`config.mk`:
```
export PLATFORM = sky130hd
export DESIGN_NAME = rtc_time_set_ctrl_flat
export DESIGN_NICKNAME = d
export VERILOG_FILES = /design/src/rtl/rtc_time_set_ctrl_if.sv /design/src/rtl/rtc_time_set_ctrl.sv /design/src/flat_wrapper.sv
export SDC_FILE = /design/constraint.sdc
export NUM_CORES = 1
export LEC_CHECK = 0
export BUFFER_PORTS_ARGS = -buffer_cell sky130_fd_sc_hd__buf_4
export CAP_MARGIN = 20
export CORE_MARGIN = 4
export CORE_UTILIZATION = 49
export CTS_BUF_LIST = sky130_fd_sc_hd__clkbuf_16
export DETAILED_ROUTE_END_ITERATION = 8
export PLACE_DENSITY_LB_ADDON = 0.25
export SYNTH_ARGS = -nofsm -noshare
export SYNTH_HDL_FRONTEND = slang
export SYNTH_SLANG_ARGS = --single-unit
export TNS_END_PERCENT = 20
```
`constraint.sdc`:
```
create_clock -name clk -period 1.5 [get_ports clk]
set_input_delay 0.3 -clock clk [delete_from_list [all_inputs] [get_ports clk]]
set_output_delay 0.3 -clock clk [all_outputs]
set_load 0.005 [all_outputs]
```
`src/rtl/rtc_time_set_ctrl_if.sv`:
```
// rtl/rtc_time_set_ctrl_if.sv - panel/counter signal bundle for the RTC time-set controller
//   btn_mode/btn_inc : raw active-high panel buttons (asynchronous to clk)
//   tick_1hz         : one-clk pulse per second
//   cur_*            : live BCD time from the digit counters
//   set_*            : shadow BCD time to be loaded into the counters
//   load/run_en      : counter control (load strobe, advance enable)
//   blank/state_o    : display blink mask {hr,min,sec} and FSM state encoding
interface rtc_time_set_ctrl_if;
    logic       btn_mode;
    logic       btn_inc;
    logic       tick_1hz;
    logic [3:0] cur_hrm, cur_hrl, cur_minm, cur_minl, cur_secm, cur_secl;
    logic [3:0] set_hrm, set_hrl, set_minm, set_minl, set_secm, set_secl;
    logic       load;
    logic       run_en;
    logic [2:0] blank;
    logic [2:0] state_o;

    // master: panel/counter side driving the controller
    modport master (
        output btn_mode, btn_inc, tick_1hz,
        output cur_hrm, cur_hrl, cur_minm, cur_minl, cur_secm, cur_secl,
        input  set_hrm, set_hrl, set_minm, set_minl, set_secm, set_secl,
        input  load, run_en, blank, state_o
    );

    // slave: the controller itself
    modport slave (
        input  btn_mode, btn_inc, tick_1hz,
        input  cur_hrm, cur_hrl, cur_minm, cur_minl, cur_secm, cur_secl,
        output set_hrm, set_hrl, set_minm, set_minl, set_secm, set_secl,
        output load, run_en, blank, state_o
    );
endinterface

```
`src/rtl/rtc_time_set_ctrl.sv`:
```
// rtl/rtc_time_set_ctrl.sv - MODE/INC front-panel run/set sequencer for a BCD hh:mm:ss clock
//   clk : system clock (posedge)
//   rst : asynchronous active-low reset
//   bus : rtc_time_set_ctrl_if.slave (buttons, tick, cur_*, set_*, load, run_en, blank, state_o)
module rtc_time_set_ctrl #(
    parameter int DEBOUNCE_CYCLES = 16,
    parameter int TIMEOUT_TICKS   = 30
) (
    input  logic                 clk,
    input  logic                 rst,
    rtc_time_set_ctrl_if.slave   bus
);
    localparam int CW = (DEBOUNCE_CYCLES > 2) ? $clog2(DEBOUNCE_CYCLES) : 1;
    localparam int TW = $clog2(TIMEOUT_TICKS + 1);
    localparam logic [CW-1:0] DB_LAST  = CW'(DEBOUNCE_CYCLES - 1);
    localparam logic [TW-1:0] TMO_LAST = TW'(TIMEOUT_TICKS - 1);

    typedef enum logic [2:0] {
        RUN     = 3'd0,
        SET_HR  = 3'd1,
        SET_MIN = 3'd2,
        SET_SEC = 3'd3,
        COMMIT  = 3'd4
    } state_t;

    // Button index 0 = MODE, 1 = INC
    logic [1:0]    raw;
    logic [1:0]    sync1_q, sync2_q, level_q, press_q;
    logic [CW-1:0] cnt_q [2];

    assign raw = {bus.btn_inc, bus.btn_mode};

    // Level only flips after DEBOUNCE_CYCLES consecutive synchronised samples
    // that disagree with it; the press pulse fires on the 0->1 flip itself.
    always_ff @(posedge clk or negedge rst) begin
        if (!rst) begin
            sync1_q <= '0;
            sync2_q <= '0;
            level_q <= '0;
            press_q <= '0;
            for (int i = 0; i < 2; i++) cnt_q[i] <= '0;
        end else begin
            sync1_q <= raw;
            sync2_q <= sync1_q;
            for (int i = 0; i < 2; i++) begin
                if (sync2_q[i] == level_q[i]) begin
                    cnt_q[i]   <= '0;
                    press_q[i] <= 1'b0;
                end else if (cnt_q[i] == DB_LAST) begin
                    cnt_q[i]   <= '0;
                    level_q[i] <= sync2_q[i];
                    press_q[i] <= sync2_q[i];
                end else begin
                    cnt_q[i]   <= cnt_q[i] + 1'b1;
                    press_q[i] <= 1'b0;
                end
            end
        end
    end

    logic mode_p, inc_p;
    assign mode_p = press_q[0];
    assign inc_p  = press_q[1];

    state_t        state_q, state_d;
    logic [3:0]    hrm_q, hrl_q, minm_q, minl_q, secm_q, secl_q;
    logic [3:0]    hrm_d, hrl_d, minm_d, minl_d, secm_d, secl_d;
    logic [TW-1:0] tmo_q, tmo_d;
    logic          blink_q, blink_d;

    always_ff @(posedge clk or negedge rst) begin
        if (!rst) begin
            state_q <= RUN;
            hrm_q   <= '0; hrl_q  <= '0;
            minm_q  <= '0; minl_q <= '0;
            secm_q  <= '0; secl_q <= '0;
            tmo_q   <= '0;
            blink_q <= 1'b0;
        end else begin
            state_q <= state_d;
            hrm_q   <= hrm_d;  hrl_q  <= hrl_d;
            minm_q  <= minm_d; minl_q <= minl_d;
            secm_q  <= secm_d; secl_q <= secl_d;
            tmo_q   <= tmo_d;
            blink_q <= blink_d;
        end
    end

    always_comb begin
        state_d = state_q;
        hrm_d   = hrm_q;  hrl_d  = hrl_q;
        minm_d  = minm_q; minl_d = minl_q;
        secm_d  = secm_q; secl_d = secl_q;
        tmo_d   = tmo_q;
        blink_d = blink_q;
        case (state_q)
            RUN: begin
                tmo_d   = '0;
                blink_d = 1'b0;
                if (mode_p) begin
                    hrm_d  = bus.cur_hrm;  hrl_d  = bus.cur_hrl;
                    minm_d = bus.cur_minm; minl_d = bus.cur_minl;
                    secm_d = bus.cur_secm; secl_d = bus.cur_secl;
                    state_d = SET_HR;
                end
            end
            SET_HR, SET_MIN, SET_SEC: begin
                if (mode_p) begin
                    // mode wins over a coincident inc press
                    state_d = (state_q == SET_HR)  ? SET_MIN :
                              (state_q == SET_MIN) ? SET_SEC : COMMIT;
                    tmo_d   = '0;
                    blink_d = 1'b0;
                end else begin
                    if (inc_p) begin
                        tmo_d = '0;
                        if (state_q == SET_HR) begin
                            if (hrm_q == 4'd2 && hrl_q == 4'd3) begin
                                hrm_d = 4'd0; hrl_d = 4'd0;
                            end else if (hrl_q == 4'd9) begin
                                hrl_d = 4'd0; hrm_d = hrm_q + 4'd1;
                            end else begin
                                hrl_d = hrl_q + 4'd1;
                            end
                        end else if (state_q == SET_MIN) begin
                            if (minl_q == 4'd9) begin
                                minl_d = 4'd0;
                                minm_d = (minm_q == 4'd5) ? 4'd0 : minm_q + 4'd1;
                            end else begin
                                minl_d = minl_q + 4'd1;
                            end
                        end else begin
                            if (secl_q == 4'd9) begin
                                secl_d = 4'd0;
                                secm_d = (secm_q == 4'd5) ? 4'd0 : secm_q + 4'd1;
                            end else begin
                                secl_d = secl_q + 4'd1;
                            end
                        end
                    end else if (bus.tick_1hz) begin
                        if (tmo_q == TMO_LAST) begin
                            // abandon the edit; counters simply resume
                            state_d = RUN;
                            tmo_d   = '0;
                        end else begin
                            tmo_d = tmo_q + 1'b1;
                        end
                    end
                    if (state_d != state_q) blink_d = 1'b0;
                    else if (bus.tick_1hz)  blink_d = ~blink_q;
                end
            end
            COMMIT: begin
                state_d = RUN;
            end
            default: begin
                state_d = RUN;
            end
        endcase
    end

    assign bus.set_hrm  = hrm_q;
    assign bus.set_hrl  = hrl_q;
    assign bus.set_minm = minm_q;
    assign bus.set_minl = minl_q;
    assign bus.set_secm = secm_q;
    assign bus.set_secl = secl_q;
    assign bus.load     = (state_q == COMMIT);
    assign bus.run_en   = (state_q == RUN);
    assign bus.blank    = {(state_q == SET_HR)  && blink_q,
                           (state_q == SET_MIN) && blink_q,
                           (state_q == SET_SEC) && blink_q};
    assign bus.state_o  = state_q;
endmodule
```
`src/flat_wrapper.sv`:
```
// flat-port wrapper written by rule: the top's interface ports become plain ports
module rtc_time_set_ctrl_flat 
#(
    parameter int DEBOUNCE_CYCLES = 16,
    parameter int TIMEOUT_TICKS   = 30
)
  (clk, rst, bus_btn_mode, bus_btn_inc, bus_tick_1hz, bus_cur_hrm, bus_cur_hrl, bus_cur_minm, bus_cur_minl, bus_cur_secm, bus_cur_secl, bus_set_hrm, bus_set_hrl, bus_set_minm, bus_set_minl, bus_set_secm, bus_set_secl, bus_load, bus_run_en, bus_blank, bus_state_o);
  rtc_time_set_ctrl_if bus_i ();
  input  logic clk;
  input  logic rst;
  input wire logic [$bits(bus_i.btn_mode)-1:0] bus_btn_mode;
  input wire logic [$bits(bus_i.btn_inc)-1:0] bus_btn_inc;
  input wire logic [$bits(bus_i.tick_1hz)-1:0] bus_tick_1hz;
  input wire logic [$bits(bus_i.cur_hrm)-1:0] bus_cur_hrm;
  input wire logic [$bits(bus_i.cur_hrl)-1:0] bus_cur_hrl;
  input wire logic [$bits(bus_i.cur_minm)-1:0] bus_cur_minm;
  input wire logic [$bits(bus_i.cur_minl)-1:0] bus_cur_minl;
  input wire logic [$bits(bus_i.cur_secm)-1:0] bus_cur_secm;
  input wire logic [$bits(bus_i.cur_secl)-1:0] bus_cur_secl;
  output wire logic [$bits(bus_i.set_hrm)-1:0] bus_set_hrm;
  output wire logic [$bits(bus_i.set_hrl)-1:0] bus_set_hrl;
  output wire logic [$bits(bus_i.set_minm)-1:0] bus_set_minm;
  output wire logic [$bits(bus_i.set_minl)-1:0] bus_set_minl;
  output wire logic [$bits(bus_i.set_secm)-1:0] bus_set_secm;
  output wire logic [$bits(bus_i.set_secl)-1:0] bus_set_secl;
  output wire logic [$bits(bus_i.load)-1:0] bus_load;
  output wire logic [$bits(bus_i.run_en)-1:0] bus_run_en;
  output wire logic [$bits(bus_i.blank)-1:0] bus_blank;
  output wire logic [$bits(bus_i.state_o)-1:0] bus_state_o;
  assign bus_i.btn_mode = bus_btn_mode;
  assign bus_i.btn_inc = bus_btn_inc;
  assign bus_i.tick_1hz = bus_tick_1hz;
  assign bus_i.cur_hrm = bus_cur_hrm;
  assign bus_i.cur_hrl = bus_cur_hrl;
  assign bus_i.cur_minm = bus_cur_minm;
  assign bus_i.cur_minl = bus_cur_minl;
  assign bus_i.cur_secm = bus_cur_secm;
  assign bus_i.cur_secl = bus_cur_secl;
  assign bus_set_hrm = bus_i.set_hrm;
  assign bus_set_hrl = bus_i.set_hrl;
  assign bus_set_minm = bus_i.set_minm;
  assign bus_set_minl = bus_i.set_minl;
  assign bus_set_secm = bus_i.set_secm;
  assign bus_set_secl = bus_i.set_secl;
  assign bus_load = bus_i.load;
  assign bus_run_en = bus_i.run_en;
  assign bus_blank = bus_i.blank;
  assign bus_state_o = bus_i.state_o;
  rtc_time_set_ctrl #(.DEBOUNCE_CYCLES(DEBOUNCE_CYCLES), .TIMEOUT_TICKS(TIMEOUT_TICKS)) u_core (.clk(clk), .rst(rst), .bus(bus_i));
endmodule
```
==> results of run 1 <==
worst paths after layout:
path | startpoint | end | slack (ps) | depth (start not counted)
hold reg to reg | u_core.sync1_q[0] | u_core.sync2_q[0] | 350 | 0
hold / removal | bus_btn_inc | u_core.sync1_q[1] | 120 | 1
min in group asynchronous | rst | u_core.bus.set_hrl[1] | 470 | 2
setup / recovery | u_core.bus.state_o[1] | u_core.bus.set_secm[0] | -180 | 4
max in group asynchronous | rst | u_core.bus.state_o[1] | 590 | 3
setup reg to reg | u_core.bus.state_o[1] | u_core.bus.set_secm[0] | -180 | 4
metal layers:
layer | vias up | global-route usage | wire length (um)
met1 | 1260 | 0.251 | 3260
li1 | 1272 | - | -
met4 | 0 | 0.0728 | 128
met5 | - | 0 | 0
met3 | 12 | 0.0486 | 345
met2 | 67 | 0.331 | 3830
area by class of cell:
| cell class | count | area [um^2] |
|---|---|---|
| multi-input combinational | 199 | 1560 |
| fill | 387 | 1340 |
| sequential | 49 | 1230 |
| timing repair buffer | 125 | 1010 |
| clock buffer | 5 | 125 |
| tap | 72 | 90.1 |
| inverter | 22 | 82.6 |
| clock inverter | 3 | 46.3 |
power groups by stage:
| stage | Combinational [mW] | Clock [mW] | Sequential (mW) |
|---|---|---|---|
| 3_3_place_gp | 1.25 | 0 | 1.52 |
| 3_5_place_dp | 1.28 | 0 | 1.53 |
| 6_report | 1.68 | 1.28 | 1.52 |
| 2_1_floorplan | 0.682 | 0 | 1.54 |
| 5_1_grt | 1.81 | 1.35 | 1.53 |
| 4_1_cts | 1.39 | 1.30 | 1.51 |
stage by stage:
| stage | setup slack (ps) | setup TNS, ps | cell area, um^2 | hold slack, ps |
|---|---|---|---|---|
| after floorplan | -79.7 | -406 | 2750 | 4.41 |
| final | -181 | -2800 | 4140 | 117 |
| after global routing | -226 | -4950 | 4140 | 106 |
| after global placement | -100 | -985 | 3620 | 238 |
| after CTS | -124 | -2290 | 3900 | 111 |
| after detailed placement | -133 | -1730 | 3620 | 243 |
flip-flops by register name, indices dropped and copies added, names as in the netlist, 4 cells and up:
signal,cells
u_core.bus.set_minl,4
u_core.bus.set_hrl,4
u_core.bus.set_secl,4
u_core.tmo_q,5
u_core.bus.set_hrm,4
u_core.bus.set_secm,4
u_core.cnt_q,8
u_core.bus.set_minm,4
cell families (layout without fill, tap and decap cells):
logic type	after synthesis	in the layout	synth area share
AOI/OAI and AO/OA	99	99	0.236
xor gates and xnor gates	4	4	0.0127
adders and majority gates	8	8	0.0364
DFF	49	49	0.445
and+or+nand+nor	82	82	0.193
muxes	6	6	0.0227
buffers and inverters	33	155	0.0532
worst max-delay path, stage by stage (launching register included):
cell and delay (ps):
dfrtp_2 460, or3b_4 420, a221o_1 420, mux2i_1 200, nand2_1 70
what timing repair did:
| action | CTS | global route |
|---|---|---|
| setup buffers | 4 | 10 |
| gates cloned | 0 | 0 |
| pin swaps | 9 | 13 |
| resized for setup | 20 | 42 |
| endpoints found under the hold margin | 24 | 0 |
| setup endpoints to repair | 32 | 35 |
| hold buffers | 1 | 0 |
layout by cell type (no fill, tap or decap), drive strengths merged, types with 8 or more instances in the layout:
cell,instances
nand3,9
inv,22
ha,8
a21oi,24
dfrtp,49
buf,124
o21ai,33
nor2,12
nand2,14
nor2b,9
==> flow_summary.ini, run 1 <==
[outcome]
status = complete, but fails checks
failed_checks = negative setup slack

[floorplanning]
core-area_um2 = 5470
die-area_um2 = 6880
initial_utilization = 0.503
fp.dieH_um = 83.0
die_width_um = 83.0
rows = 27
io_pins = 61

[yosys]
synth_top_area_frac = 0.445
ys.flop_type = dfrtp_1
synth_warnings = 0
ys_ff_latch = 49
synth_area_leaders = dfrtp_1 45%, a21oi_1 4.4%, o21ai_0 4.4%
synth.distinct_cells = 57
syn-num-nets = 318
yosysSeqAreaShare = 0.445
yosysMostFrequentCell = dfrtp_1
synth_edf_count = 0
syn_area_um2 = 2750
syn_avg_cell_area_um2 = 9.80
yosys.area.top_type = dfrtp_1
syn_inst = 281
synth_top_cells_by_count = 49 x dfrtp_1, 24 x a21oi_1, 24 x o21ai_0
async_reset_ff_frac = 1.00

[sta]
hold_viol_final = 0
setup_viol = 30
worst_slew_pin_slew_ps = 364
fmax_mhz = 595
fin_crit_sh = 1.12
layout_setup_ws_ps = -181
fin_worst_skew_ps = 5.70
drv_slew = 0
finalCriticalPeriod_ps = 1680
slew_headroom = 0.756
rsz0062_at_grt = true

[worst_setup_path]
cp_max_fo = 5
criticalPathCategory = reg2reg
cp-end-kind = flip-flop
worst_setup_path_start_kind = flip-flop
cp_data_required_time_ps = 1670
arrival_ps = 1860

[power]
swShare = 0.312
cellLeakagePower_nw = 1.93
power_mw = 4.48
vdd.ir_drop.worst_uv = 667
seqPwrFrac = 0.340
switching_power_mw = 1.40
p_per_area_nw_per_um2 = 1080
combPwrFrac = 0.374
power.internal_mw = 3.08
clockPowerShare = 0.286

[final_layout]
antennaDiodeCount = 0
instances_no_fill = 475
synthToLayoutAreaGrowth_pct = 50.3
drive_above_1_share = 0.439
nets = 439
final_core_util = 0.756

[clock_tree]
cts_root_buf = clkbuf_16
clock-sinks = 49
cts_tree = yes
cts.path.max_buffers = 2
cts_htree_levels = 2
cts_buffers = 5
clk_latency_ps = 290
path_clk_slew_ps = 70

[place]
hpwlAfterDp_mm = 4.95
place_inst = 452
place.gp.congestion = 0.905
io_buffer_count = 60

[global_route]
grt-ovfl-total = 0
track_usage = 0.199
grt_pass1_vias = 2550
antenna_found_initial = 0
grt_max_degree = 27
grt_pass1_wl_mm = 11.5

[detailed_routing]
drtPass1Iterations = 4
drt_wl_total_mm = 7.56
vias_per_cell = 5.50
postRouteAntennaNets = 0
drc = 0
num_vias = 2611
first_iter_violations = 144
wire_per_inst_um = 15.9

[worst_hold_path]
hp-class = in2reg

[flow_run]
drv_cap = 0
(Power assumes the default switching activity.)
==> inputs of run 2 (changes only) <==
--- a/config.mk
+++ b/config.mk
@@ -11,6 +11,7 @@
 export CORE_UTILIZATION = 49
 export CTS_BUF_LIST = sky130_fd_sc_hd__clkbuf_16
 export DETAILED_ROUTE_END_ITERATION = 8
+export HOLD_SLACK_MARGIN = 0.15
 export PLACE_DENSITY_LB_ADDON = 0.25
 export SYNTH_ARGS = -nofsm -noshare
 export SYNTH_HDL_FRONTEND = slang
==> flow_summary.ini, run 2 (synthesized netlist as in run 1, its figures left out) <==
[clock_tree]
cts_tree = yes
clk_latency_ps = 290
cts_htree_levels = 2
clock-sinks = 49
cts_root_buf = clkbuf_16
cts_buffers = 5
cts.path.max_buffers = 2
path_clk_slew_ps = 70

[power]
vdd.ir_drop.worst_uv = 740
p_per_area_nw_per_um2 = 1080
power_mw = 4.48
cellLeakagePower_nw = 1.94

[worst_setup_path]
crit_slowest_cell = dfrtp_2
r2r-start = u_core.bus.state_o[1]
crit_family = simple AND/OR/NAND/NOR gates
criticalPathCategory = reg2reg
critPathBufInv = 0
cp_max_fo = 5
crit_path_max_incr_delay_ps = 460
r2r_setup_slack_ps = -180
cp_data_required_time_ps = 1670
r2r-end = u_core.bus.set_secm[0]
r2r_cells = 4
cp_cell_sequence = or3b_4 > a221o_1 > mux2i_1 > nand2_1
worst_setup_path_start_kind = flip-flop
arrival_ps = 1860
cp-end-kind = flip-flop

[place]
place.gp.congestion = 0.905
pre_cts_slack_ps = -133
hpwlAfterDp_mm = 4.95
place_inst = 452
io_buffer_count = 60

[detailed_routing]
drt_wl_total_mm = 7.55
drc = 0
vias_per_cell = 5.52
postRouteAntennaNets = 0
drtPass1Iterations = 4
first_iter_violations = 149
num_vias = 2635
wire_per_inst_um = 15.8

[global_route]
grt_pass1_wl_mm = 11.5
antenna_found_initial = 0
track_usage = 0.199
grt-ovfl-total = 0
grt_max_degree = 27
grt_pass1_vias = 2567

[sta]
fin_worst_skew_ps = 5.90
hold_viol_final = 0
fin_crit_sh = 1.12
layout_setup_ws_ps = -183
slew_headroom = 0.749
fmax_mhz = 594
finalCriticalPeriod_ps = 1680
worst_slew_pin_slew_ps = 376
setup_tns_ps = -2770
drv_slew = 0
rsz0062_at_grt = true
setup_viol = 30

[final_layout]
layout_common_cells = 108 x buf_4, 48 x dfrtp_1, 22 x a21oi_1
top_register = u_core.cnt_q
ff_latch_area_um2 = 1230
largest_registers = u_core.cnt_q (8), u_core.tmo_q (5)
largest_reg_flops = 8
antennaDiodeCount = 0
final_common_cell = buf_4
fillers = 384
multi_input_area_um2 = 1560
instances_no_fill = 477
synthToLayoutAreaGrowth_pct = 51.0
nets = 441
drive_above_1_share = 0.437

[floorplanning]
die_width_um = 83.0
io_pins = 61
die-area_um2 = 6880
rows = 27
core-area_um2 = 5470
fp.dieH_um = 83.0
initial_utilization = 0.503

[outcome]
failed_checks = negative setup slack
status = complete, but fails checks

[worst_hold_path]
hold_depth = 3
hp-class = in2reg
hold-path-endpoint = u_core.bus.set_secl[0]
hold_start = bus_cur_secl[0]

[flow_run]
drv_cap = 0
run 2: cell types whose count changed in the layout (fill, tap and decap cells not counted), sizes merged:
cell and change:
dlygate4sd3 +2
run 2: tightest hold or removal path: stages:
cell and delay (ps):
buf_4 110, nand2_1 60, o21ai_1 60
run 2: power breakdown:
part	internal [mW]	switching (mW)
combinational	0.868	0.811
sequential	1.43	0.0961
clock	0.789	0.493
total	3.08	1.40
run 2: worst max path at each step:
| stage | startpoint | to | slack [ps] | cells after the start |
|---|---|---|---|---|
| after detailed placement | u_core.bus.set_hrl[0] | u_core.bus.set_hrl[0] | -130 | 6 |
| final | u_core.bus.state_o[1] | u_core.bus.set_secm[0] | -180 | 4 |
| after global routing | u_core.bus.state_o[1] | u_core.bus.set_secm[0] | -220 | 4 |
| after global placement | u_core.bus.state_o[1] | u_core.bus.set_secm[0] | -100 | 4 |
| after CTS | u_core.bus.state_o[0] | bus_blank[1] | -120 | 4 |
| after floorplan | u_core.bus.state_o[1] | u_core.bus.set_secm[0] | -80 | 4 |
run 2: area by class of cell:
class	count	share of cell area
Clock inverter	3	0.0111
Tap cell	72	0.0217
Clock buffer	5	0.0301
Inverter	22	0.0199
Multi-Input combinational cell	199	0.374
Sequential cell	49	0.295
Timing Repair Buffer	127	0.248
run 2: routing by layer:
layer / GRT usage / up-vias / wire (um)
li1: - / 1275 / -
met1: 0.251 / 1276 / 3210
met2: 0.332 / 72 / 3850
met3: 0.0486 / 12 / 358
met4: 0.0728 / 0 / 128
met5: 0 / - / 0
run 2: what timing repair did:
| item | in CTS | in global routing |
|---|---|---|
| hold endpoints to repair | 26 | 0 |
| setup endpoints to repair | 32 | 35 |
| hold buffers | 3 | 0 |
| pin swaps | 9 | 13 |
| resized for setup | 20 | 42 |
| setup buffers | 4 | 10 |
run 2: metrics by stage:
step	hold slack, ps	utilization	area [um^2]
final	275	0.760	4160
after floorplan	4.41	-	2750
after detailed placement	243	0.662	3620
after global placement	238	0.662	3620
after CTS	258	0.717	3920
after global routing	289	0.760	4160
==> inputs of run 3 (changes only) <==
==> constraint.sdc (replaced) <==
create_clock -name clk -period 1.5 [get_ports clk]
set_input_delay 0.075 -clock clk [delete_from_list [all_inputs] [get_ports clk]]
set_output_delay 0.075 -clock clk [all_outputs]
set_load 0.005 [all_outputs]
==> flow_summary.ini, run 3 (synthesized netlist as in run 1, its figures left out) <==
[clock_tree]
cts.path.max_buffers = 2
clk_latency_ps = 290
clock-sinks = 49
cts_root_buf = clkbuf_16
cts_htree_levels = 2
path_clk_slew_ps = 70
cts_buffers = 5
cts_tree = yes

[final_layout]
synthToLayoutAreaGrowth_pct = 55.0
layout_common_cells = 118 x buf_4, 48 x dfrtp_1, 27 x dlygate4sd3_1
largest_registers = u_core.cnt_q (8), u_core.tmo_q (5)
top_register = u_core.cnt_q
instances_no_fill = 499
nets = 463
drive_above_1_share = 0.410
final_common_cell = buf_4
largest_reg_flops = 8
antennaDiodeCount = 0

[worst_setup_path]
cp_data_required_time_ps = 1670
worst_setup_path_start_kind = flip-flop
cp_max_fo = 4
cp_num_cells = 7
criticalPathCategory = reg2reg
cp-end-kind = flip-flop
arrival_ps = 1900
crit_slowest_cell = dfrtp_1
critPathBufInv = 2
r2r_cells = 7
crit_path_max_incr_delay_ps = 400
cp_cell_sequence = inv_2 > ha_4 > nor4b_4 > a211oi_4 > buf_6 > a221oi_2 > a21oi_2
crit_family = compound AO/OA/AOI/OAI gates

[worst_hold_path]
hp-class = in2reg
hold_depth = 4

[floorplanning]
die-area_um2 = 6880
fp.dieH_um = 83.0
io_pins = 61
die_width_um = 83.0
initial_utilization = 0.503
rows = 27
core-area_um2 = 5470

[detailed_routing]
postRouteAntennaNets = 0
drtPass1Iterations = 4
drt_wl_total_mm = 8.09
drc = 0
wire_per_inst_um = 16.2
first_iter_violations = 131
vias_per_cell = 5.52
num_vias = 2753

[global_route]
track_usage = 0.237
grt_max_degree = 50
grt-ovfl-total = 0
grt_pass1_wl_mm = 13.5
antenna_found_initial = 0
grt_pass1_vias = 2866

[sta]
finalCriticalPeriod_ps = 1730
setup_viol = 23
drv_slew = 0
worst_slew_pin_slew_ps = 642
fin_crit_sh = 1.15
rsz0062_at_grt = true
fmax_mhz = 578
slew_headroom = 0.572
layout_setup_ws_ps = -230
fin_worst_skew_ps = 6.03
hold_viol_final = 0

[place]
io_buffer_count = 60
place.gp.congestion = 0.878
place_inst = 450
hpwlAfterDp_mm = 4.83

[outcome]
status = complete, but fails checks
failed_checks = negative setup slack

[power]
cellLeakagePower_nw = 1.96
p_per_area_nw_per_um2 = 962
power_mw = 4.10
vdd.ir_drop.worst_uv = 798

[flow_run]
drv_cap = 0
==> run 3: cell count changes in the layout (fill, tap and decap cells not counted), sizes merged <==
cell           delta
buf               -3
bufinv            -1
clkdlybuf4s15     +1
clkinv            -1
clkinvlp          +2
dlygate4sd3      +24
==> run 3: tightest hold or removal path: cells and delay by family <==
family	cells	cell delay [ps]
AOI/OAI and AO/OA	2	170
buffers and inverters	2	160
==> run 3: where the power goes <==
part | internal (mW) | switching, mW
registers | 1.42 | 0.0834
clock network | 0.618 | 0.510
logic | 0.721 | 0.747
==> run 3: cell type report <==
class / instances / area, um^2
clock inverter: 3 / 22.5
inverter: 22 / 82.6
fill: 346 / 1200
tap: 72 / 90.1
multi-input combinational: 199 / 1520
clock buffer: 5 / 125
sequential: 49 / 1230
timing repair buffer: 149 / 1200
==> run 3: repair_timing <==
item,4_1_cts,5_1_grt
setup endpoints to repair,25,36
hold buffers,27,0
gates resized for setup,23,18
endpoints found under the hold margin,75,0
gates cloned,1,0
setup buffers,12,3
pin swaps,9,7
==> run 3: metrics by stage <==
stage | setup slack, ps | setup TNS [ps] | area (um^2) | util | hold WS [ps]
2_1_floorplan | -79.7 | -406 | 2750 | - | -221
3_3_place_gp | -99.7 | -883 | 3600 | 0.657 | 132
3_5_place_dp | -178 | -1660 | 3600 | 0.657 | 138
4_1_cts | -107 | -1250 | 4190 | 0.766 | 174
5_1_grt | -256 | -4320 | 4270 | 0.780 | 222
6_report | -230 | -2030 | 4270 | 0.780 | 164
==> run 3: worst paths after layout <==
check / from / to / slack [ps]
worst max register to register: u_core.bus.set_hrm[0] / u_core.bus.set_hrl[0] / -230
min in group asynchronous: rst / u_core.bus.set_hrm[3] / 340
worst min register to register: u_core.sync1_q[1] / u_core.sync2_q[1] / 350
worst min-delay path: bus_tick_1hz / u_core.blink_q / 160
worst max-delay path: u_core.bus.set_hrm[0] / u_core.bus.set_hrl[0] / -230
max in group asynchronous: rst / u_core.bus.state_o[0] / 680
==> run 3: layer usage <==
metal	track usage	share of wire	vias to the layer above
met3	0.0556	0.051	19
met2	0.398	0.51	99
met5	0	0	-
met4	0.123	0.032	0
met1	0.282	0.41	1313
li1	-	-	1322
